$ cat src/rtl/tl_a_channel_rr_arbiter_if.sv
// TileLink A-channel bundle: N packed requester lanes in, one merged lane out.
// slave = arbiter view, master = requesters plus downstream sink.
interface tl_a_channel_rr_arbiter_if #(
  parameter int N        = 2,
  parameter int ADDR_W   = 32,
  parameter int DATA_W   = 32,
  parameter int SOURCE_W = 4
);
  localparam int MASK_W = DATA_W / 8;
  localparam int IDX_W  = $clog2(N);

  logic [N-1:0]            in_valid;
  logic [N-1:0]            in_ready;
  logic [3*N-1:0]          in_opcode;
  logic [3*N-1:0]          in_param;
  logic [3*N-1:0]          in_size;
  logic [SOURCE_W*N-1:0]   in_source;
  logic [ADDR_W*N-1:0]     in_address;
  logic [MASK_W*N-1:0]     in_mask;
  logic [DATA_W*N-1:0]     in_data;

  logic                    out_valid;
  logic                    out_ready;
  logic [2:0]              out_opcode;
  logic [2:0]              out_param;
  logic [2:0]              out_size;
  logic [SOURCE_W+IDX_W-1:0] out_source;
  logic [ADDR_W-1:0]       out_address;
  logic [MASK_W-1:0]       out_mask;
  logic [DATA_W-1:0]       out_data;

  modport slave (
    input  in_valid, in_opcode, in_param, in_size,
    input  in_source, in_address, in_mask, in_data,
    input  out_ready,
    output in_ready,
    output out_valid, out_opcode, out_param, out_size,
    output out_source, out_address, out_mask, out_data
  );

  modport master (
    output in_valid, in_opcode, in_param, in_size,
    output in_source, in_address, in_mask, in_data,
    output out_ready,
    input  in_ready,
    input  out_valid, out_opcode, out_param, out_size,
    input  out_source, out_address, out_mask, out_data
  );
endinterface

$ cat src/rtl/tl_a_channel_rr_arbiter.sv
// Round-robin merge of N TL-UL/UH A channels; grant held for whole bursts.
// Ports: clock, reset (sync, active-high), bus (slave), busy, grant_idx.
module tl_a_channel_rr_arbiter #(
  parameter int N        = 2,
  parameter int ADDR_W   = 32,
  parameter int DATA_W   = 32,
  parameter int SOURCE_W = 4,
  parameter int MAX_SIZE = 6
) (
  input  logic                  clock,
  input  logic                  reset,
  tl_a_channel_rr_arbiter_if.slave bus,
  output logic                  busy,
  output logic [$clog2(N)-1:0]  grant_idx
);
  localparam int MASK_W  = DATA_W / 8;
  localparam int IDX_W   = $clog2(N);
  localparam int LG_MASK = $clog2(MASK_W);
  localparam int CNT_W   =
    (MAX_SIZE > LG_MASK) ? MAX_SIZE - LG_MASK + 1 : 1;
  // Wide enough for 1 << 7 from any 3-bit size.
  localparam int BEAT_W  = 9;
  localparam logic [IDX_W-1:0] LAST_RST = IDX_W'(N - 1);

  typedef enum logic {IDLE, BURST} state_e;

  state_e             state_q, state_d;
  logic [IDX_W-1:0]   lock_idx_q, lock_idx_d;
  logic [IDX_W-1:0]   last_idx_q, last_idx_d;
  logic [CNT_W-1:0]   beats_left_q, beats_left_d;

  logic [IDX_W-1:0]   win_idx;
  logic               win_found;
  logic [IDX_W-1:0]   sel_idx;
  int unsigned        sel_i;
  logic [2:0]         sel_op;
  logic [2:0]         sel_size;
  logic [SOURCE_W-1:0] sel_src;
  logic [BEAT_W-1:0]  beats;
  logic               fire;

  // Scan starts one past the previous winner so everyone gets a turn.
  always_comb begin
    win_found = 1'b0;
    win_idx   = '0;
    for (int k = 1; k <= N; k++) begin
      if (!win_found &&
          bus.in_valid[(int'(last_idx_q) + k) % N]) begin
        win_found = 1'b1;
        win_idx   = IDX_W'((int'(last_idx_q) + k) % N);
      end
    end
  end

  assign sel_idx  = (state_q == BURST) ? lock_idx_q : win_idx;
  assign sel_i    = 32'(sel_idx);
  assign sel_op   = bus.in_opcode[sel_i*3 +: 3];
  assign sel_size = bus.in_size[sel_i*3 +: 3];
  assign sel_src  = bus.in_source[sel_i*SOURCE_W +: SOURCE_W];

  assign bus.out_opcode  = sel_op;
  assign bus.out_param   = bus.in_param[sel_i*3 +: 3];
  assign bus.out_size    = sel_size;
  assign bus.out_source  = {sel_idx, sel_src};
  assign bus.out_address = bus.in_address[sel_i*ADDR_W +: ADDR_W];
  assign bus.out_mask    = bus.in_mask[sel_i*MASK_W +: MASK_W];
  assign bus.out_data    = bus.in_data[sel_i*DATA_W +: DATA_W];

  // Opcodes 0..3 carry data; those wider than the bus span several beats.
  always_comb begin
    beats = BEAT_W'(1);
    if (!sel_op[2] && (sel_size > 3'(LG_MASK)))
      beats = BEAT_W'(1) << (sel_size - 3'(LG_MASK));
  end

  assign fire = bus.out_valid & bus.out_ready;

  always_ff @(posedge clock) begin
    if (reset) begin
      state_q      <= IDLE;
      lock_idx_q   <= '0;
      last_idx_q   <= LAST_RST;
      beats_left_q <= '0;
    end else begin
      state_q      <= state_d;
      lock_idx_q   <= lock_idx_d;
      last_idx_q   <= last_idx_d;
      beats_left_q <= beats_left_d;
    end
  end

  always_comb begin
    state_d      = state_q;
    lock_idx_d   = lock_idx_q;
    last_idx_d   = last_idx_q;
    beats_left_d = beats_left_q;
    unique case (state_q)
      IDLE: begin
        if (fire) begin
          last_idx_d = win_idx;
          if (beats > BEAT_W'(1)) begin
            lock_idx_d   = win_idx;
            beats_left_d = CNT_W'(beats - BEAT_W'(1));
            state_d      = BURST;
          end
        end
      end
      BURST: begin
        if (fire) begin
          beats_left_d = beats_left_q - CNT_W'(1);
          if (beats_left_q == CNT_W'(1))
            state_d = IDLE;
        end
      end
      default: state_d = IDLE;
    endcase
  end

  // Valid never depends on out_ready; only in_ready does.
  always_comb begin
    bus.out_valid = 1'b0;
    bus.in_ready  = '0;
    busy          = (state_q == BURST);
    grant_idx     = sel_idx;
    if (!reset) begin
      unique case (state_q)
        BURST: begin
          bus.out_valid           = bus.in_valid[lock_idx_q];
          bus.in_ready[lock_idx_q] = bus.out_ready;
        end
        default: begin
          if (win_found) begin
            bus.out_valid         = 1'b1;
            bus.in_ready[win_idx] = bus.out_ready;
          end
        end
      endcase
    end
  end

`ifndef SYNTHESIS
  logic [2:0]          chk_op_q;
  logic [SOURCE_W-1:0] chk_src_q;

  always_ff @(posedge clock) begin
    if (!reset) begin
      if (bus.out_valid && (32'(sel_size) > MAX_SIZE)) begin
        $display("tl_a_channel_rr_arbiter: size %0d > %0d",
          sel_size, MAX_SIZE);
        $fatal(1, "illegal A-channel size");
      end
      if (state_q == BURST && bus.in_valid[lock_idx_q] &&
          (sel_op != chk_op_q || sel_src != chk_src_q)) begin
        $display("tl_a_channel_rr_arbiter: burst header changed");
        $fatal(1, "opcode/source changed mid-burst");
      end
      if (state_q == IDLE && fire) begin
        chk_op_q  <= sel_op;
        chk_src_q <= sel_src;
      end
    end
  end
`endif
endmodule

$ cat src/flat_wrapper.sv
// flat-port wrapper written by rule: the top's interface ports become plain ports
module tl_a_channel_rr_arbiter_flat 
#(
  parameter int N        = 2,
  parameter int ADDR_W   = 32,
  parameter int DATA_W   = 32,
  parameter int SOURCE_W = 4,
  parameter int MAX_SIZE = 6
)
  (clock, reset, busy, grant_idx, bus_in_valid, bus_in_opcode, bus_in_param, bus_in_size, bus_in_source, bus_in_address, bus_in_mask, bus_in_data, bus_out_ready, bus_in_ready, bus_out_valid, bus_out_opcode, bus_out_param, bus_out_size, bus_out_source, bus_out_address, bus_out_mask, bus_out_data);
  tl_a_channel_rr_arbiter_if #(.N(N), .ADDR_W(ADDR_W), .DATA_W(DATA_W), .SOURCE_W(SOURCE_W)) bus_i ();
  input  logic clock;
  input  logic reset;
  output logic busy;
  output logic [$clog2(N)-1:0] grant_idx;
  input wire logic [$bits(bus_i.in_valid)-1:0] bus_in_valid;
  input wire logic [$bits(bus_i.in_opcode)-1:0] bus_in_opcode;
  input wire logic [$bits(bus_i.in_param)-1:0] bus_in_param;
  input wire logic [$bits(bus_i.in_size)-1:0] bus_in_size;
  input wire logic [$bits(bus_i.in_source)-1:0] bus_in_source;
  input wire logic [$bits(bus_i.in_address)-1:0] bus_in_address;
  input wire logic [$bits(bus_i.in_mask)-1:0] bus_in_mask;
  input wire logic [$bits(bus_i.in_data)-1:0] bus_in_data;
  input wire logic [$bits(bus_i.out_ready)-1:0] bus_out_ready;
  output wire logic [$bits(bus_i.in_ready)-1:0] bus_in_ready;
  output wire logic [$bits(bus_i.out_valid)-1:0] bus_out_valid;
  output wire logic [$bits(bus_i.out_opcode)-1:0] bus_out_opcode;
  output wire logic [$bits(bus_i.out_param)-1:0] bus_out_param;
  output wire logic [$bits(bus_i.out_size)-1:0] bus_out_size;
  output wire logic [$bits(bus_i.out_source)-1:0] bus_out_source;
  output wire logic [$bits(bus_i.out_address)-1:0] bus_out_address;
  output wire logic [$bits(bus_i.out_mask)-1:0] bus_out_mask;
  output wire logic [$bits(bus_i.out_data)-1:0] bus_out_data;
  assign bus_i.in_valid = bus_in_valid;
  assign bus_i.in_opcode = bus_in_opcode;
  assign bus_i.in_param = bus_in_param;
  assign bus_i.in_size = bus_in_size;
  assign bus_i.in_source = bus_in_source;
  assign bus_i.in_address = bus_in_address;
  assign bus_i.in_mask = bus_in_mask;
  assign bus_i.in_data = bus_in_data;
  assign bus_i.out_ready = bus_out_ready;
  assign bus_in_ready = bus_i.in_ready;
  assign bus_out_valid = bus_i.out_valid;
  assign bus_out_opcode = bus_i.out_opcode;
  assign bus_out_param = bus_i.out_param;
  assign bus_out_size = bus_i.out_size;
  assign bus_out_source = bus_i.out_source;
  assign bus_out_address = bus_i.out_address;
  assign bus_out_mask = bus_i.out_mask;
  assign bus_out_data = bus_i.out_data;
  tl_a_channel_rr_arbiter #(.N(N), .ADDR_W(ADDR_W), .DATA_W(DATA_W), .SOURCE_W(SOURCE_W), .MAX_SIZE(MAX_SIZE)) u_core (.clock(clock), .reset(reset), .bus(bus_i), .busy(busy), .grant_idx(grant_idx));
endmodule
$ cat config.mk
export PLATFORM = sky130hd
export DESIGN_NAME = tl_a_channel_rr_arbiter_flat
export DESIGN_NICKNAME = d
export VERILOG_FILES = /design/src/rtl/tl_a_channel_rr_arbiter_if.sv /design/src/rtl/tl_a_channel_rr_arbiter.sv /design/src/flat_wrapper.sv
export SDC_FILE = /design/constraint.sdc
export NUM_CORES = 1
export LEC_CHECK = 0
export BUFFER_PORTS_ARGS = -buffer_cell sky130_fd_sc_hd__buf_2
export CAP_MARGIN = 0
export CORE_AREA = 2 2 99 101
export CTS_CLUSTER_SIZE = 14
export DETAILED_ROUTE_END_ITERATION = 8
export DIE_AREA = 0 0 101 103
export GPL_TIMING_DRIVEN = 0
export HOLD_SLACK_MARGIN = 0.1
export PLACE_DENSITY_LB_ADDON = 0.12
export SKIP_LAST_GASP = 1
export SLEW_MARGIN = 25
export SYNTH_ARGS = -nofsm -noshare
export SYNTH_HDL_FRONTEND = slang
export SYNTH_SLANG_ARGS = --single-unit
$ cat constraint.sdc
create_clock -name clock -period 2.7 [get_ports clock]
set_input_delay 0.135 -clock clock [delete_from_list [all_inputs] [get_ports clock]]
set_output_delay 0.135 -clock clock [all_outputs]
set_load 0.01 [all_outputs]
==> reports/summary.md, run 1 <==
## Yosys
- **top flip-flop cell by instance count after synthesis** dfxtp_1
- **share of flip-flops with an asynchronous set or reset** 0%
- **number of synthesized register bits** 8
- **share of Yosys cell area claimed by the top area cell type** 52.0%
- **dominant cells by area after synthesis** nand2_1 52%, dfxtp_1 8.9%, clkbuf_1 4.2%
- **Warnings, synthesis** 0
- **count of unique library cells instantiated by Yosys** 40
- **cell type with the highest aggregate area in the netlist** nand2_1
- **cell count after synthesis** 369
- **Synth Area per Inst** 4.87 um^2
- **proportion of synthesized chip area in sequential cells** 8.91%
- **combined area of all synthesized cells** 1800 um^2
- **nets in the synthesized netlist** 540
- **number of flops mapped to enable cells by yosys** 0
- **cell with the most instances after synthesis** nand2_1
- **Commonest cells post-synth** 249 x nand2_1, 20 x clkbuf_1, 13 x nor2_1, 10 x a21oi_1

## Global routing
- **all-layer global routing usage** 17.6%
- **Congestion Overflow GR** 0
- **met2 Usage GRT** 33.9%
- **GRT Max-Usage Layer** met2
- **via count of the first global-routing pass** 2971
- **global-route met1 utilization** 20.2%
- **met3 GRT Util** 2.64%
- **maximum number of pins on one net before global-route repair** 13
- **number of antenna violations at the first check in global routing** 0
- **first-pass GRT wire length** 14600 um

## Clock network
- **number of buffers inserted by hold repair at cts** 0
- **worst skew pair latency** 230 ps
- **TritonCTS buffer count** 3
- **Max H-tree Level** 1
- **CTS tree** built
- **root buffer cell** clkbuf_8
- **clk slew on worst S/H paths** 50 ps
- **maximum buffer depth of the clock tree** 2
- **Num Clock Sinks** 8

## Layout
- **layout overhead on the synthesized area** 83.6%
- **layout cells sized above 1** 43.9%
- **post-route core utilization** 34.9%
- **Antenna diodes** 0
- **count of nets after finishing** 800
- **fill cell total of the finished layout** 1145
- **final cell count without fillers** 741
- **Multi-input gate area** 1520 um^2
- **sequential cell area in the final layout** 164 um^2

## Critical path
- **CP endpoint kind** flip-flop
- **Worst path max stage delay** 320 ps
- **kind of launch point of the worst setup path** flip-flop
- **cell with the largest stage delay on the worst path** o311ai_0
- **required arrival time at the worst endpoint** 2800 ps
- **type of the setup path with the least slack** flip-flop to flip-flop
- **cells along the critical path** a21bo_4 -> o21a_4 -> clkbuf_16 -> mux2_2 -> nor2_2 -> nand2_1 -> ha_2 -> and4bb_2 -> buf_4 -> o311ai_0 -> o31ai_1
- **endpoint arrival time on the critical path** 2670 ps
- **crit path max fanout** 10

## Routing
- **wire per inst** 13.6 um
- **number of iterations in the first detailed-routing pass** 4
- **final routed DRC violation total** 0
- **first-iteration detailed-routing DRC count** 88
- **Routed Antenna Nets** 0
- **total via count after detailed routing** 3238
- **total detailed-routing wirelength** 10000 um
- **Via density** 4.37

## Worst hold path
- **path class of the lowest-slack min-delay path** input port to flip-flop

## Timing
- **final hold violation count** 0
- **RSZ-0062 raised after global routing** false
- **final critical-path share of the clock period** 95.0%
- **smallest hold slack** 319 ps
- **count of final setup violators** 0
- **worst relative slew slack** 68.0%
- **final-report max-slew violation count** 0
- **setup clock skew after layout** 2.04 ps
- **max frequency** 390 MHz
- **Period minus WS final** 2560 ps
- **transition time at the pin with the least slew margin** 481 ps

## Power and ir drop
- **worst ir drop on vdd** 0.133 mV
- **power density over the cells** 281 nW/um^2
- **leakage** 2.09 nW
- **total design power** 0.928 mW

## Floorplan
- **Top-Level Pins** 254
- **FP Rows** 36
- **die area** 10400 um^2
- **chip width** 101 um
- **area of the core** 9460 um^2
- **vertical die dimension** 103 um
- **initial core utilization** 19.0%

## Placed design
- **post-placement cell count** 735
- **DPL Wire Length** 8670 um
- **routability congestion estimate** 0.836
- **number of input and output port buffers inserted** 252

## Flow run
- **max-capacitance violation count** 0

## Outcome
- **run status** completed

critical path: cells and delay by family, from the launching register on:
kind                     cells  cell delay (ps)
adder cells (fa/ha/maj)      1              200
flip-flops                   1              310
buffers and inverters        2              320
AND/OR/NAND/NOR              3              420
AO/OA/AOI/OAI                4              890
multiplexers                 1              290
cell usage in the layout, fill, tap and decap left out, types with 2 or more instances in the layout:
cell	Yosys	routed
o21ai_0	8	8
nor3b_1	2	2
nand2b_1	2	2
mux2i_1	2	2
inv_1	6	6
mux2_2	3	3
nor2b_1	3	3
nand3_1	6	6
buf_2	1	252
clkbuf_8	0	3
o211ai_1	2	2
a31oi_1	2	2
nor3_1	3	3
dfxtp_1	8	7
clkbuf_1	20	18
nor2_1	13	12
a211oi_1	3	3
ha_1	4	3
a21oi_1	10	10
nand3b_1	2	2
buf_4	1	5
nand2_1	249	249
per-stage QoR:
| step | area [um^2] | setup slack [ps] | TNS [ps] |
|---|---|---|---|
| final | 3300 | 135 | 0 |
| after global routing | 3300 | 6.38 | 0 |
| after CTS | 3280 | 56.0 | 0 |
| after detailed placement | 3200 | -326 | -788 |
| after global placement | 3200 | -265 | -489 |
| after floorplan | 1800 | 79.1 | 0 |
metal layers:
metal	up-vias	routed length, um
li1	1675	-
met1	1426	3720
met2	125	5470
met3	12	646
met4	0	208
met5	-	0
cell families after synthesis:
family	count (synthesis)	synth area share [%]
and+or+nand+nor	288	64.4
adders and majority gates	4	2.78
buffers and inverters	30	6.82
DFF	8	8.91
muxes	7	5.08
AOI/OAI and AO/OA	32	12.0
sequential cells by signal, indices dropped and copies added, names as in the netlist:
signal,flops
u_core.lock_idx_q,1
u_core.beats_left_q,5
u_core.last_idx_q,1
u_core.busy,1
path summary, 6_finish.rpt:
check | slack (ps) | startpoint | cells past startpoint | end
min | 320 | reset | 2 | u_core.lock_idx_q$_SDFFE_PP0P_
max | 140 | u_core.last_idx_q$_SDFFE_PP1P_ | 11 | u_core.beats_left_q[3]$_SDFFE_PP0P_
max reg2reg | 140 | u_core.last_idx_q$_SDFFE_PP1P_ | 11 | u_core.beats_left_q[3]$_SDFFE_PP0P_
min reg2reg | 490 | u_core.last_idx_q$_SDFFE_PP1P_ | 2 | u_core.last_idx_q$_SDFFE_PP1P_
cell type report:
| cell class | count | area share (%) |
|---|---|---|
| tap | 114 | 4.32 |
| clock buffer | 3 | 1.25 |
| sequential | 8 | 4.96 |
| buffer | 22 | 3.37 |
| multi-input combinational | 331 | 46.0 |
| timing repair buffer | 256 | 39.1 |
| inverter | 7 | 0.947 |
where the power goes:
| part | total, mW | internal, mW | switching (mW) | leakage [nW] |
|---|---|---|---|---|
| logic | 0.647 | 0.288 | 0.358 | 2.00 |
| clock network | 0.150 | 0.0971 | 0.0527 | 0.0216 |
| registers | 0.132 | 0.125 | 0.00738 | 0.0658 |
what timing repair did:
| item | 4_1_cts | 5_1_grt |
|---|---|---|
| hold endpoints to repair | 0 | 0 |
| pin swaps | 0 | 1 |
| buffers inserted | 2 | 2 |
| gates resized for setup | 7 | 3 |
| setup endpoints to repair | 5 | 1 |
(Power assumes the default switching activity.)
==> inputs of run 2 (changes only) <==
==> constraint.sdc (replaced) <==
create_clock -name clock -period 2.7 [get_ports clock]
set_input_delay 0.81 -clock clock [delete_from_list [all_inputs] [get_ports clock]]
set_output_delay 0.81 -clock clock [all_outputs]
set_load 0.01 [all_outputs]
==> run 2 against run 1 <==
Against the previous run: via count increased by 0.25%; routed wire length increased by 2.6%; sequential share of layout area decreased by 0.73 points; the flow now finishes with violations (setup timing); global-route usage decreased by 0.74 points; utilization increased by 5.1 points; critical path type is now input port to flip-flop.
==> reports/summary.md, run 2 (synthesized netlist as in run 1, its figures left out) <==
## Layout
- **layout overhead on the synthesized area** 110%, was 83.6%
- **layout cells sized above 1** 48.8%, was 43.9%
- **Antenna diodes** 0, unchanged
- **flip-flop count of the largest register, all copies and words added** 5, unchanged
- **count of nets after finishing** 814, was 800
- **most common cell after layout, fill and taps aside** nand2_1, was buf_2
- **Most flops, register** u_core.beats_left_q, unchanged
- **fill cell total of the finished layout** 1072, was 1145
- **post-route core utilization** 40.0%, was 34.9%
- **leading cell types in the layout, fill and taps excluded** 248 x nand2_1, 244 x buf_2, 14 x buf_4, was 252 x buf_2, 249 x nand2_1, 18 x clkbuf_1
- **final cell count without fillers** 755, was 741

## Floorplan
- **chip width** 101 um, unchanged
- **vertical die dimension** 103 um, unchanged
- **area of the core** 9460 um^2, unchanged
- **Top-Level Pins** 254, unchanged
- **die area** 10400 um^2, unchanged
- **FP Rows** 36, unchanged
- **initial core utilization** 19.0%, unchanged

## Timing
- **final critical-path share of the clock period** 108%, was 95.0%
- **Period minus WS final** 2910 ps, was 2560 ps
- **count of final setup violators** 88, was 0
- **RSZ-0062 raised after global routing** true, was false
- **worst relative slew slack** 65.9%, was 68.0%
- **setup clock skew after layout** 6.29 ps, was 2.04 ps
- **transition time at the pin with the least slew margin** 510 ps, was 481 ps
- **Setup WS post-layout** -212 ps, was 135 ps
- **max frequency** 343 MHz, was 390 MHz
- **final hold violation count** 0, unchanged
- **final-report max-slew violation count** 0, unchanged
- **smallest hold slack** 493 ps, was 319 ps
- **setup_tns** -11050 ps, was 0 ps

## Power and ir drop
- **total internal power** 0.608 mW, was 0.510 mW
- **Switching Power** 0.444 mW, was 0.418 mW
- **Flop pwr share** 12.4%, was 14.2%
- **fraction of power spent switching nets** 42.2%, was 45.1%
- **leakage** 2.33 nW, was 2.09 nW
- **share of total power in combinational logic** 73.5%, was 69.6%
- **power density over the cells** 278 nW/um^2, was 281 nW/um^2
- **clock share of power** 14.1%, was 16.1%
- **worst ir drop on vdd** 0.201 mV, was 0.133 mV

## Routing
- **first-iteration detailed-routing DRC count** 104, was 88
- **final routed DRC violation total** 0, unchanged
- **number of iterations in the first detailed-routing pass** 4, unchanged
- **Via density** 4.30, was 4.37
- **Routed Antenna Nets** 0, unchanged
- **total detailed-routing wirelength** 10300 um, was 10000 um
- **total via count after detailed routing** 3246, was 3238
- **wire per inst** 13.6 um, about the same

## Placed design
- **post-placement cell count** 735, unchanged
- **post-placement setup slack** -638 ps, was -326 ps
- **number of input and output port buffers inserted** 252, unchanged
- **routability congestion estimate** 0.903, was 0.836
- **DPL Wire Length** 8320 um, was 8670 um

## Clock network
- **CTS tree** built, unchanged
- **maximum buffer depth of the clock tree** 2, unchanged
- **Max H-tree Level** 1, unchanged
- **root buffer cell** clkbuf_8, unchanged
- **clk slew on worst S/H paths** 40 ps, was 50 ps
- **worst skew pair latency** 240 ps, was 230 ps
- **number of buffers inserted by hold repair at cts** 0, unchanged
- **Num Clock Sinks** 8, unchanged
- **TritonCTS buffer count** 3, unchanged

## Global routing
- **first-pass GRT wire length** 14000 um, was 14600 um
- **via count of the first global-routing pass** 2695, was 2971
- **all-layer global routing usage** 16.8%, was 17.6%
- **maximum number of pins on one net before global-route repair** 12, was 13
- **Congestion Overflow GR** 0, unchanged
- **number of antenna violations at the first check in global routing** 0, unchanged

## Flow run
- **max-capacitance violation count** 0, unchanged

## Critical path
- **endpoint arrival time on the critical path** 3070 ps, was 2670 ps
- **kind of launch point of the worst setup path** input port, was flip-flop
- **CP endpoint kind** flip-flop, unchanged
- **type of the setup path with the least slack** input port to flip-flop, was flip-flop to flip-flop
- **internal reg-to-reg setup slack** 20 ps, was 140 ps
- **crit path max fanout** 5, was 10
- **required arrival time at the worst endpoint** 2860 ps, was 2800 ps

## Worst hold path
- **path class of the lowest-slack min-delay path** flip-flop to flip-flop, was input port to flip-flop

## Outcome
- **violations in the final reports** setup timing
- **run status** finished with violations, was completed

==> run 2: path summary, 6_finish.rpt <==
check | startpoint | end | depth (start not counted)
setup reg to reg | u_core.busy$_SDFF_PP0_ | u_core.beats_left_q[0]$_SDFFE_PP0P_ | 11
hold / removal | u_core.last_idx_q$_SDFFE_PP1P_ | u_core.last_idx_q$_SDFFE_PP1P_ | 2
hold reg to reg | u_core.last_idx_q$_SDFFE_PP1P_ | u_core.last_idx_q$_SDFFE_PP1P_ | 2
setup / recovery | bus_in_valid[0] | u_core.beats_left_q[0]$_SDFFE_PP0P_ | 11
==> run 2: what timing repair did <==
action | in CTS | in global routing
endpoints found under the setup margin | 91 | 91
gates resized for setup | 65 | 20
gates cloned | 3 | 0
setup buffers | 14 | 1
pin swaps | 11 | 6
==> run 2: power groups by stage <==
stage	logic [mW]	registers (mW)	clock network, mW
after global placement	0.636	0.132	0
after global routing	0.844	0.131	0.157
after floorplan	0.323	0.131	0
final	0.773	0.130	0.149
after detailed placement	0.640	0.132	0
after CTS	0.754	0.130	0.152
==> run 2: layer usage <==
metal  GRT usage [%]  up-vias  share of wire, %
li1                -     1710                 -
met1            20.6     1406                40
met2            30.6      117                51
met3            2.58       13               6.5
met4            4.78        0               1.8
met5               0        -                 0
==> run 2: critical path, cell delays in order <==
cell	delay [ps]
buf_6	90
a21bo_4	200
o21a_4	220
clkbuf_16	160
mux2_4	310
nor2_4	110
nand2_2	80
ha_4	170
and4bb_2	240
or4b_1	490
a31oi_1	170
==> run 2: layout make-up <==
type	count	area, um^2	area share (%)
Sequential cell	8	160	4.23
Clock buffer	3	41.3	1.09
Buffer	22	312	8.24
Timing Repair Buffer	270	1500	39.6
Tap cell	114	143	3.77
Inverter	7	31.3	0.827
Multi-Input combinational cell	331	1600	42.2
==> run 2: per-stage QoR <==
stage	power (mW)	instance area, um^2
after floorplan	0.454	1820
after global placement	0.768	3230
after CTS	1.04	3700
final	1.05	3780
after detailed placement	0.772	3230
after global routing	1.13	3780
